`config.mk`:
```
export PLATFORM = sky130hd
export DESIGN_NAME = imm_gen_pipe
export DESIGN_NICKNAME = d
export VERILOG_FILES = /design/src/rtl/imm_gen_pkg.sv /design/src/rtl/imm_gen_pipe_imm_decode.sv /design/src/rtl/imm_gen_pipe.sv
export SDC_FILE = /design/constraint.sdc
export NUM_CORES = 1
export LEC_CHECK = 0
export ABC_AREA = 1
export BUFFER_PORTS_ARGS = -buffer_cell sky130_fd_sc_hd__buf_2
export CAP_MARGIN = 0
export CORE_MARGIN = 4
export CORE_UTILIZATION = 52
export CTS_BUF_LIST = sky130_fd_sc_hd__clkbuf_4
export DETAILED_ROUTE_END_ITERATION = 12
export HOLD_SLACK_MARGIN = 0.06
export PLACE_DENSITY = 0.89
export SETUP_SLACK_MARGIN = 0.02
export SYNTH_ARGS = -nofsm -noshare
export SYNTH_HDL_FRONTEND = slang
export SYNTH_SLANG_ARGS = --single-unit
```
`constraint.sdc`:
```
create_clock -name clk -period 2.7 [get_ports clk]
set_input_delay 0.27 -clock clk [delete_from_list [all_inputs] [get_ports clk]]
set_output_delay 0.27 -clock clk [all_outputs]
set_load 0.01 [all_outputs]
```
`src/rtl/imm_gen_pkg.sv`:
```
// imm_gen_pkg: opcode constants, immediate format codes and XLEN legality check
package imm_gen_pkg;

    localparam logic [6:0] OP_LOAD   = 7'b0000011;
    localparam logic [6:0] OP_MISC   = 7'b0001111;
    localparam logic [6:0] OP_IMM    = 7'b0010011;
    localparam logic [6:0] OP_AUIPC  = 7'b0010111;
    localparam logic [6:0] OP_STORE  = 7'b0100011;
    localparam logic [6:0] OP_OP     = 7'b0110011;
    localparam logic [6:0] OP_LUI    = 7'b0110111;
    localparam logic [6:0] OP_BRANCH = 7'b1100011;
    localparam logic [6:0] OP_JALR   = 7'b1100111;
    localparam logic [6:0] OP_JAL    = 7'b1101111;
    localparam logic [6:0] OP_SYSTEM = 7'b1110011;

    typedef enum logic [2:0] {
        FMT_NONE  = 3'd0,
        FMT_I     = 3'd1,
        FMT_S     = 3'd2,
        FMT_B     = 3'd3,
        FMT_U     = 3'd4,
        FMT_J     = 3'd5,
        FMT_SHAMT = 3'd6,
        FMT_ZIMM  = 3'd7
    } imm_fmt_t;

    function automatic bit xlen_ok(input int xlen);
        return xlen == 32 || xlen == 64;
    endfunction

endpackage

```
`src/rtl/imm_gen_pipe_imm_decode.sv`:
```
// imm_decode: combinational RV32 immediate extraction and format classification
module imm_decode
    import imm_gen_pkg::*;
#(
    parameter int XLEN = 32
) (
    input  logic [31:0]     inst,
    output logic [XLEN-1:0] imm_val,
    output imm_fmt_t        imm_fmt,
    output logic            illegal
);

    logic [31:0] raw;
    logic        zext;

    // Every format is built as a 32-bit value first, then widened by sign or zero
    always_comb begin
        raw = '0;
        zext = 1'b0;
        imm_fmt = FMT_NONE;
        illegal = 1'b0;
        case (inst[6:0])
            OP_IMM: begin
                if (inst[13:12] == 2'b01) begin
                    imm_fmt = FMT_SHAMT;
                    zext = 1'b1;
                    raw = {26'b0, XLEN == 64 ? inst[25] : 1'b0, inst[24:20]};
                end else begin
                    imm_fmt = FMT_I;
                    raw = {{20{inst[31]}}, inst[31:20]};
                end
            end
            OP_LOAD, OP_JALR: begin
                imm_fmt = FMT_I;
                raw = {{20{inst[31]}}, inst[31:20]};
            end
            OP_STORE: begin
                imm_fmt = FMT_S;
                raw = {{20{inst[31]}}, inst[31:25], inst[11:7]};
            end
            OP_BRANCH: begin
                imm_fmt = FMT_B;
                raw = {{20{inst[31]}}, inst[7], inst[30:25], inst[11:8], 1'b0};
            end
            OP_LUI, OP_AUIPC: begin
                imm_fmt = FMT_U;
                raw = {inst[31:12], 12'b0};
            end
            OP_JAL: begin
                imm_fmt = FMT_J;
                raw = {{12{inst[31]}}, inst[19:12], inst[20], inst[30:21], 1'b0};
            end
            OP_SYSTEM: begin
                if (inst[14]) begin
                    imm_fmt = FMT_ZIMM;
                    zext = 1'b1;
                    raw = {27'b0, inst[19:15]};
                end else begin
                    imm_fmt = FMT_I;
                    raw = {{20{inst[31]}}, inst[31:20]};
                end
            end
            OP_OP, OP_MISC: ;
            default: illegal = 1'b1;
        endcase
        imm_val = zext ? XLEN'(raw) : XLEN'($signed(raw));
    end

endmodule

```
`src/rtl/imm_gen_pipe.sv`:
```
// imm_gen_pipe: immediate decoder followed by a 2-entry valid/ready buffer
module imm_gen_pipe
    import imm_gen_pkg::*;
#(
    parameter int XLEN = 32
) (
    input  logic            clk,
    input  logic            rst_n,
    input  logic            in_valid,
    output logic            in_ready,
    input  logic [31:0]     inst,
    input  logic            flush,
    output logic            out_valid,
    input  logic            out_ready,
    output logic [XLEN-1:0] imm_val,
    output logic [2:0]      imm_fmt,
    output logic            illegal,
    output logic [7:0]      err_cnt
);

    if (!xlen_ok(XLEN)) begin : g_xlen_check
        $error("imm_gen_pipe: XLEN must be 32 or 64");
    end

    logic [XLEN-1:0] dec_imm;
    imm_fmt_t        dec_fmt;
    logic            dec_ill;

    imm_decode #(.XLEN(XLEN)) u_decode (
        .inst    (inst),
        .imm_val (dec_imm),
        .imm_fmt (dec_fmt),
        .illegal (dec_ill)
    );

    logic [XLEN-1:0] imm_q [2];
    logic [2:0]      fmt_q [2];
    logic [1:0]      ill_q;
    logic            wr_ptr, rd_ptr;
    logic [1:0]      count;
    logic            push, pop;

    assign in_ready  = (count != 2'd2) && rst_n;
    assign out_valid = count != 2'd0;
    assign push      = in_valid && in_ready && !flush;
    assign pop       = out_valid && out_ready && !flush;
    assign imm_val   = out_valid ? imm_q[rd_ptr] : '0;
    assign imm_fmt   = out_valid ? fmt_q[rd_ptr] : 3'd0;
    assign illegal   = out_valid && ill_q[rd_ptr];

    // Illegal instructions are counted as they leave, so flushed ones never count
    always_ff @(posedge clk) begin
        if (!rst_n) begin
            wr_ptr  <= 1'b0;
            rd_ptr  <= 1'b0;
            count   <= 2'd0;
            err_cnt <= 8'd0;
        end else if (flush) begin
            wr_ptr <= 1'b0;
            rd_ptr <= 1'b0;
            count  <= 2'd0;
        end else begin
            if (push) begin
                imm_q[wr_ptr] <= dec_imm;
                fmt_q[wr_ptr] <= dec_fmt;
                ill_q[wr_ptr] <= dec_ill;
                wr_ptr        <= ~wr_ptr;
            end
            if (pop) rd_ptr <= ~rd_ptr;
            if (pop && ill_q[rd_ptr] && err_cnt != 8'hFF) err_cnt <= err_cnt + 8'd1;
            count <= count + 2'(push) - 2'(pop);
        end
    end

endmodule
```
# Yosys cells after proc, flatten, opt, wreduce, memory -nomap -nowiden
# Memory sizes are Yosys's and may differ from the RTL's. A register that Yosys moved wholly into a read port is not among the register bits.
# Cells that the tools add are included.
[word_totals] ff_bits=14 mem_bits_rw=70 in_bits=37 out_inout_bits=46 wordCells=70 memories=2
[memory_table] memory="imm_q" words=2 width=32 read_ports=1 rd_clocked_by_memory_dff=1 wr=1 line_no="imm_gen_pipe.sv:36" text="logic [XLEN-1:0] imm_q [2];"
[memory_table] memory="fmt_q" words=2 width=3 read_ports=1 rd_clocked_by_memory_dff=1 wr=1 line_no="imm_gen_pipe.sv:37" text="logic [2:0] fmt_q [2];"
[classes] n_addsub=3 n_lt_le_gt_ge=3 eq_ne=14 mux=22 bitwise_logic=4 reduce_logical=17
[op_table] operator="$pmux W32 S7" count=1
[op_table] operator="$mux W32" count=3
[op_table] operator="$eq A7 B7 Y1 const B" count=4
[op_table] operator="$eq A7 B6 Y1 const B" count=3
[op_table] operator="$pmux W3 S7" count=1
[op_table] operator="$eq A7 B5 Y1 const B" count=2
[op_table] operator="$mux W1" count=12
[op_table] operator="$reduce_or A11 Y1" count=1
[op_table] operator="$logic_and A1 B1 Y1" count=9
[op_table] operator="$mux W3" count=3
[op_table] operator="$add A8 B1 Y8 const B" count=1
[op_table] operator="$ne A8 B8 Y1 const B" count=1
[op_table] operator="$eq A7 B2 Y1 const B" count=1
[op_table] operator="$eq A7 B4 Y1 const B" count=1
[op_table] operator="$reduce_or A2 Y1" count=3
[op_table] operator="$lt A1 B2 Y1 const B" count=2
[op_table] operator="$not A1 Y1" count=4
[op_table] operator="$reduce_and A3 Y1" count=1
[op_table] operator="$add A2 B1 Y2" count=1
[op_table] operator="$bwmux W2" count=1
[op_table] operator="$eq A2 B1 Y1 const B" count=1
[op_table] operator="$ne A2 B2 Y1 const B" count=1
[op_table] operator="$reduce_and A2 Y1" count=1
[op_table] operator="$reduce_bool A2 Y1" count=1
[op_table] operator="4 further kinds" count=4

# Longest topological paths before layout
# Gate-level depths: netlist of the first run.
[logic_depth] ltp_word=8 mapped_depth=9 ltp_nobuf=8

# By module
# A second synthesis of the first run with hierarchy kept.
[hier_totals] cells_unflattened=586 area_unflattened_um2=4739.5
[by_module_without_submodules] mod="imm_gen_pipe" n_inst=1 cells_each=309 area_each_um2=3439.5 seq_area_each_um2=2422.3
[by_module_without_submodules] mod="imm_decode" n_inst=1 cells_each=277 area_each_um2=1300.0 seq_area_each_um2=0.0

# Worst setup path before layout of the first run
# Ideal clock, no wire load.
[synth_timing] path_type="flip-flop to flip-flop" from="register count[0]" to="memory fmt_q[0][0] (enable)" arrival_time_ns=2.400 slack_ns=-0.127 path_stages_with_launch=5 n_path_buf=0 cell_sequence="dfxtp_1 -> inv_1 -> a21oi_1 -> nand3_1 -> nor2_1"
[synth_between] elab_chain_cells=8
[synth_lines] element="start: declaration" line_no="imm_gen_pipe.sv:40" text="logic [1:0] count;"
[synth_lines] element="start signal: assignment" line_no="imm_gen_pipe.sv:71" text="count <= count + 2'(push) - 2'(pop);"
[synth_lines] element="$ne A2 B2 Y1" line_no="imm_gen_pipe.sv:43" text="assign in_ready = (count != 2'd2) && rst_n;"
[synth_lines] element="$logic_and A1 B1 Y1" line_no="imm_gen_pipe.sv:43"
[synth_lines] element="named net in_ready" line_no="imm_gen_pipe.sv:10" text="output logic in_ready,"
[synth_lines] element="$logic_and A1 B1 Y1 (2 in a row)" line_no="imm_gen_pipe.sv:45" text="assign push = in_valid && in_ready && !flush;"
[synth_lines] element="$mux W1" line_no="imm_gen_pipe.sv:63" text="if (push) begin"
[synth_lines] element="$mux W1" line_no="imm_gen_pipe.sv:58" text="end else if (flush) begin"
[synth_lines] element="$mux W1" line_no="imm_gen_pipe.sv:53" text="if (!rst_n) begin"
[synth_lines] element="$mux W1 (not written as such)" line_no="imm_gen_pipe.sv:65" text="fmt_q[wr_ptr] <= dec_fmt;"
[synth_lines] element="end: declaration" line_no="imm_gen_pipe.sv:37"
# The timed path passes the listed nets, and every way through them passes these cells.

==> run summary, run 1 <==
First-pass GRT wire length = 19000 um
Fillcell total = 736
Post-DRT Antenna Nets = 0
Outcome = finished clean
Cell taking the most area after synthesis = edfxtp_1
Min-delay worst type = input pin to register
Max Root-Sink Buffers = 2
Via density = 5.63
Actual slew at the worst max-slew pin = 0.554 ns
Postcts setup bufs = 0
Post-synth EDFFs = 72
Remaining DRCs = 0
Worst EP arrival = 1.98 ns
Clock Latency Late Sink = 0.41 ns
Worst Path Required = 2.43 ns
Fin nets = 696
Total wire length = 11900 um
Clock skew = 0.0171 ns
Slowest cell delay on critical path = 0.46 ns
Max VDD drop = 0.272 mV
F_max = 444 MHz
Fin crit share = 0.834
Vias = 4331
Clk sinks = 85
Slew Viols, Final = 0
Share of cells above drive strength 1 = 0.201
Number of setup violations in the final report = 0
CP Capture Type = output pin
Final global-route overflow total = 0
Worst path slowest cell = clkinv_1
Top area cells in the synthesized netlist = edfxtp_1 46%, nand2_1 15%, nand3_1 6.1%, nor2_1 5.6%, dfxtp_1 5.6%
Yosys cell types = 31
Avg Cell Area, Syn = 8.03 um^2
Rel. slew slack = 0.628
Crit-path cells = clkinv_1 > buf_4 > nand2_1 > a21oi_1 > buf_2
Root buffer cell = clkbuf_4
Final Critical Period = 2.25 ns
Chip Width = 103 um
Post-Syn Instances = 580
R2R Setup Slk = 0.74 ns
Commonest non-fill, non-tap cell in the layout = nand2_1
Antenna violations before repair = 0
First drt pass iteration count = 5
Seq cells post-synth = 85
Peak fanout along the critical path = 18
Gp weighted congestion = 0.924
GR Util All Layers = 0.230
DIE AREA = 10500 um^2
DIE HEIGHT = 103 um
# port buffers = 82
CTS resizes = 0
Hpwl dp = 8350 um
Area grow syn2layout = 14.7%
Synth warn = 0
Leak = 2.41 nW
Final hold vios = 0
RSZ-0062 raised after global routing = false
Worst-path clk slew = 0.13 ns
Crit path launch type = register
Core area = 8720 um^2
CTS tree = yes
Most used DFF post-synth = edfxtp_1
Largest net degree at the start of global routing = 38
TNS Setup = 0 ns
Max-Cap Viols = 0
Row Count = 34
Antenna cells = 0
Synth top area share = 0.464
Number of global-route vias before repair = 4046
Register area share after synthesis = 0.520
I/O pin count = 83
Cell Area, Synth = 4660 um^2
Num CTS Buffers = 9
Number of H-tree levels = 3
WL per Instance = 15.5 um
Initial core utilization = 0.534
Hold WS = 0.134 ns
Pwr dens = 491 nW/um^2
Kind of critical path = register to output pin
Initial DRC count = 420
Hold buffers post-CTS = 0
Post-synthesis async set-or-reset flop share = 0
Most frequent cells in the layout = 183 x nand2_1, 82 x buf_2, 72 x edfxtp_1
Syn nets = 620
[power breakdown]
| part | internal (W) | leakage [nW] | total [W] | switching, W |
|---|---|---|---|---|
| clock | 0.000595 | 0.112 | 0.00101 | 0.000418 |
| sequential | 0.00143 | 0.775 | 0.00143 | 0.00000379 |
| combinational | 0.0000523 | 1.52 | 0.000182 | 0.000130 |
[synth_stat cells (all sizes together), types with 2 or more instances]
library cell  instances
nor3                  3
edfxtp               72
inv                  44
buf                  19
o21ai                33
ha                    3
nand3b                2
nand3                60
dfxtp                13
clkbuf                6
nor2                 76
a21oi                47
nand2               187
nand4                10
[worst max-delay path, delay by kind of cell, from the launching register on]
family,cells,cell delay (ns)
buffers and inverters,3,1.04
AND/OR/NAND/NOR,1,0.08
flip-flops,1,0.37
AO/OA/AOI/OAI,1,0.07
[final cells by class]
class	instances	area (um^2)	share of cell area
clock inverter	4	120	0.0225
timing repair buffer	90	470	0.0880
clock buffer	12	90.1	0.0169
inverter	45	169	0.0316
sequential	85	2420	0.453
multi-input combinational	425	1940	0.363
tap	108	135	0.0253
[registers in the layout, summed over array words and instances (netlist names), named ones only]
signal   flops
wr_ptr       1
fmt_q        6
err_cnt      8
count        2
rd_ptr       1
ill_q        2
imm_q       64
[metrics by stage]
step / util / power [W] / std cells / instance area [um^2] / setup slack (ns)
after global routing: 0.613 / 0.00271 / 769 / 5350 / 0.268
after floorplan: - / 0.00156 / 580 / 4660 / -0.127
after CTS: 0.613 / 0.00263 / 769 / 5350 / 0.450
after global placement: 0.589 / 0.00163 / 753 / 5130 / 0.822
after detailed placement: 0.589 / 0.00164 / 753 / 5130 / 0.714
final: 0.613 / 0.00263 / 769 / 5350 / 0.448
[metal layers]
layer / routed length, um / global-route usage / vias to the layer above / part of all wire
met4: 210 / 0.0616 / 0 / 0.018
met3: 1120 / 0.0494 / 25 / 0.094
met1: 4570 / 0.285 / 1991 / 0.38
met5: 0 / 0 / - / 0
met2: 6000 / 0.407 / 229 / 0.50
li1: - / - / 2086 / -
[path summary, 6_finish.rpt]
check           start          end  cells past startpoint
max reg2reg  count[0]     count[1]                      8
min             rst_n   err_cnt[1]                      3
min reg2reg    rd_ptr       rd_ptr                      2
max          register  imm_val[14]                      5
[logic make-up (layout without fill, tap and decap cells)]
family / count (synthesis) / in the layout / synth area share
flip-flops: 85 / 85 / 0.520
AND/OR/NAND/NOR: 339 / 339 / 0.315
XOR/XNOR: 2 / 2 / 0.00376
buffers and inverters: 70 / 151 / 0.0655
AO/OA/AOI/OAI: 81 / 81 / 0.0876
adder cells (fa/ha/maj): 3 / 3 / 0.00806
(Power assumes the default switching activity.)
==> run 2, diff against run 1 <==
--- a/config.mk
+++ b/config.mk
@@ -9,11 +9,11 @@
 export BUFFER_PORTS_ARGS = -buffer_cell sky130_fd_sc_hd__buf_2
 export CAP_MARGIN = 0
 export CORE_MARGIN = 4
-export CORE_UTILIZATION = 52
+export CORE_UTILIZATION = 58
 export CTS_BUF_LIST = sky130_fd_sc_hd__clkbuf_4
 export DETAILED_ROUTE_END_ITERATION = 12
 export HOLD_SLACK_MARGIN = 0.06
-export PLACE_DENSITY = 0.89
+export PLACE_DENSITY = 0.93
 export SETUP_SLACK_MARGIN = 0.02
 export SYNTH_ARGS = -nofsm -noshare
 export SYNTH_HDL_FRONTEND = slang
==> constraint.sdc (replaced) <==
create_clock -name clk -period 2.1 [get_ports clk]
set_input_delay 0.21 -clock clk [delete_from_list [all_inputs] [get_ports clk]]
set_output_delay 0.21 -clock clk [all_outputs]
set_load 0.01 [all_outputs]
==> run summary, run 2 (same netlist as run 1, synthesis figures left out) <==
Initial DRC count = 535
Vias = 4429
Number of global-route vias before repair = 4117
Postcts setup bufs = 0
Actual slew at the worst max-slew pin = 0.508 ns
Area occupied by multi-input gates = 1940 um^2
Antenna cells = 0
RSZ-0062 raised after global routing = true
Number of H-tree levels = 3
Largest net degree at the start of global routing = 38
I/O pin count = 83
# port buffers = 82
Pwr dens = 587 nW/um^2
Final worst slack = 0.115 ns
Antenna violations before repair = 0
Final hold vios = 0
Max VDD drop = 0.359 mV
Min-delay worst type = input pin to register
Post-DRT Antenna Nets = 0
Fillcell total = 596
Hpwl dp = 8430 um
Most frequent cells in the layout = 183 x nand2_1, 82 x buf_2, 72 x edfxtp_1
Number of setup violations in the final report = 0
Initial core utilization = 0.600
First-pass GRT wire length = 19400 um
Root buffer cell = clkbuf_4
Top reg by flops = imm_q
F_max = 504 MHz
Placed Area = 5180 um^2
Worst EP arrival = 1.78 ns
Outcome = finished clean
Rel. slew slack = 0.661
R2R Setup Slk = 0.36 ns
Final core utilization = 0.689
Total power = 0.00314 W
Total wire length = 12100 um
Remaining DRCs = 0
Num CTS Buffers = 9
First drt pass iteration count = 9
Core area = 7770 um^2
Max reg flops = 64
Kind of critical path = register to output pin
Clk sinks = 85
CTS tree = yes
Regs by FF count = imm_q: 64 flops, err_cnt: 8 flops, fmt_q: 6 flops
Area grow syn2layout = 14.9%
Max-Cap Viols = 0
Share of cells above drive strength 1 = 0.203
CP Capture Type = output pin
Clock Latency Late Sink = 0.43 ns
Peak fanout along the critical path = 25
Crit path launch type = register
Finished Cell Area = 5350 um^2
Slew Viols, Final = 0
Fin nets = 699
Via density = 5.78
Worst-path clk slew = 0.13 ns
Chip Width = 97.6 um
Commonest non-fill, non-tap cell in the layout = nand2_1
Gp weighted congestion = 0.962
Final global-route overflow total = 0
Placed cell count = 749
Finished Layout Cells = 766
GR Util All Layers = 0.250
WL per Instance = 15.8 um
Fin crit share = 0.945
Worst Path Required = 1.89 ns
Storage element area = 2420 um^2
Dpl ws = 0.286 ns
Leak = 2.41 nW
Clock skew = 0.0184 ns
Max Root-Sink Buffers = 2
Final Critical Period = 1.99 ns
DIE HEIGHT = 97.6 um
DIE AREA = 9530 um^2
Row Count = 32
[run 2: worst paths after layout]
path	start	endpoint	cells past startpoint
max	register	imm_val[25]	5
min	inst[24]	imm_q[0][4]	3
max reg2reg	count[0]	count[1]	8
min reg2reg	err_cnt[3]	err_cnt[3]	2
[run 2: cell type report]
class	instances	share of cell area
repair buffers	93	0.0996
multi-input cells	425	0.362
flip-flops and latches	85	0.453
clock buffers	10	0.0140
inverters	45	0.0316
well taps	102	0.0238
clock inverters	6	0.0164
[run 2: through the flow]
step	TNS [ns]	hold slack [ns]
after floorplan	-12.11	0.346
after global placement	0	0.477
after detailed placement	0	0.481
after CTS	0	0.0799
after global routing	0	0.0902
final	0	0.109
[run 2: timing repair]
item                                    in CTS  in global routing
hold buffers                                 1                  0
resized for setup                            0                  0
endpoints found under the hold margin        2                  0
endpoints found under the setup margin       0                  1
[run 2: critical path: stages, from the launching register on]
cell and delay, ns:
dfxtp_1 0.37, clkinv_1 0.36, buf_12 0.31, nand2_1 0.07, a21oi_1 0.08, buf_2 0.16
[run 2: layer usage]
| metal | vias up | global-route usage | part of all wire |
|---|---|---|---|
| li1 | 2089 | - | - |
| met2 | 277 | 0.440 | 0.50 |
| met1 | 2016 | 0.308 | 0.37 |
| met4 | 0 | 0.0873 | 0.027 |
| met5 | - | 0 | 0 |
| met3 | 47 | 0.0467 | 0.098 |
[run 2: power breakdown]
group / switching (W) / internal [W] / leakage, nW
combinational: 0.000169 / 0.0000729 / 1.55
sequential: 0.00000536 / 0.00183 / 0.775
clock: 0.000562 / 0.000497 / 0.0903
total: 0.000736 / 0.00240 / 2.41
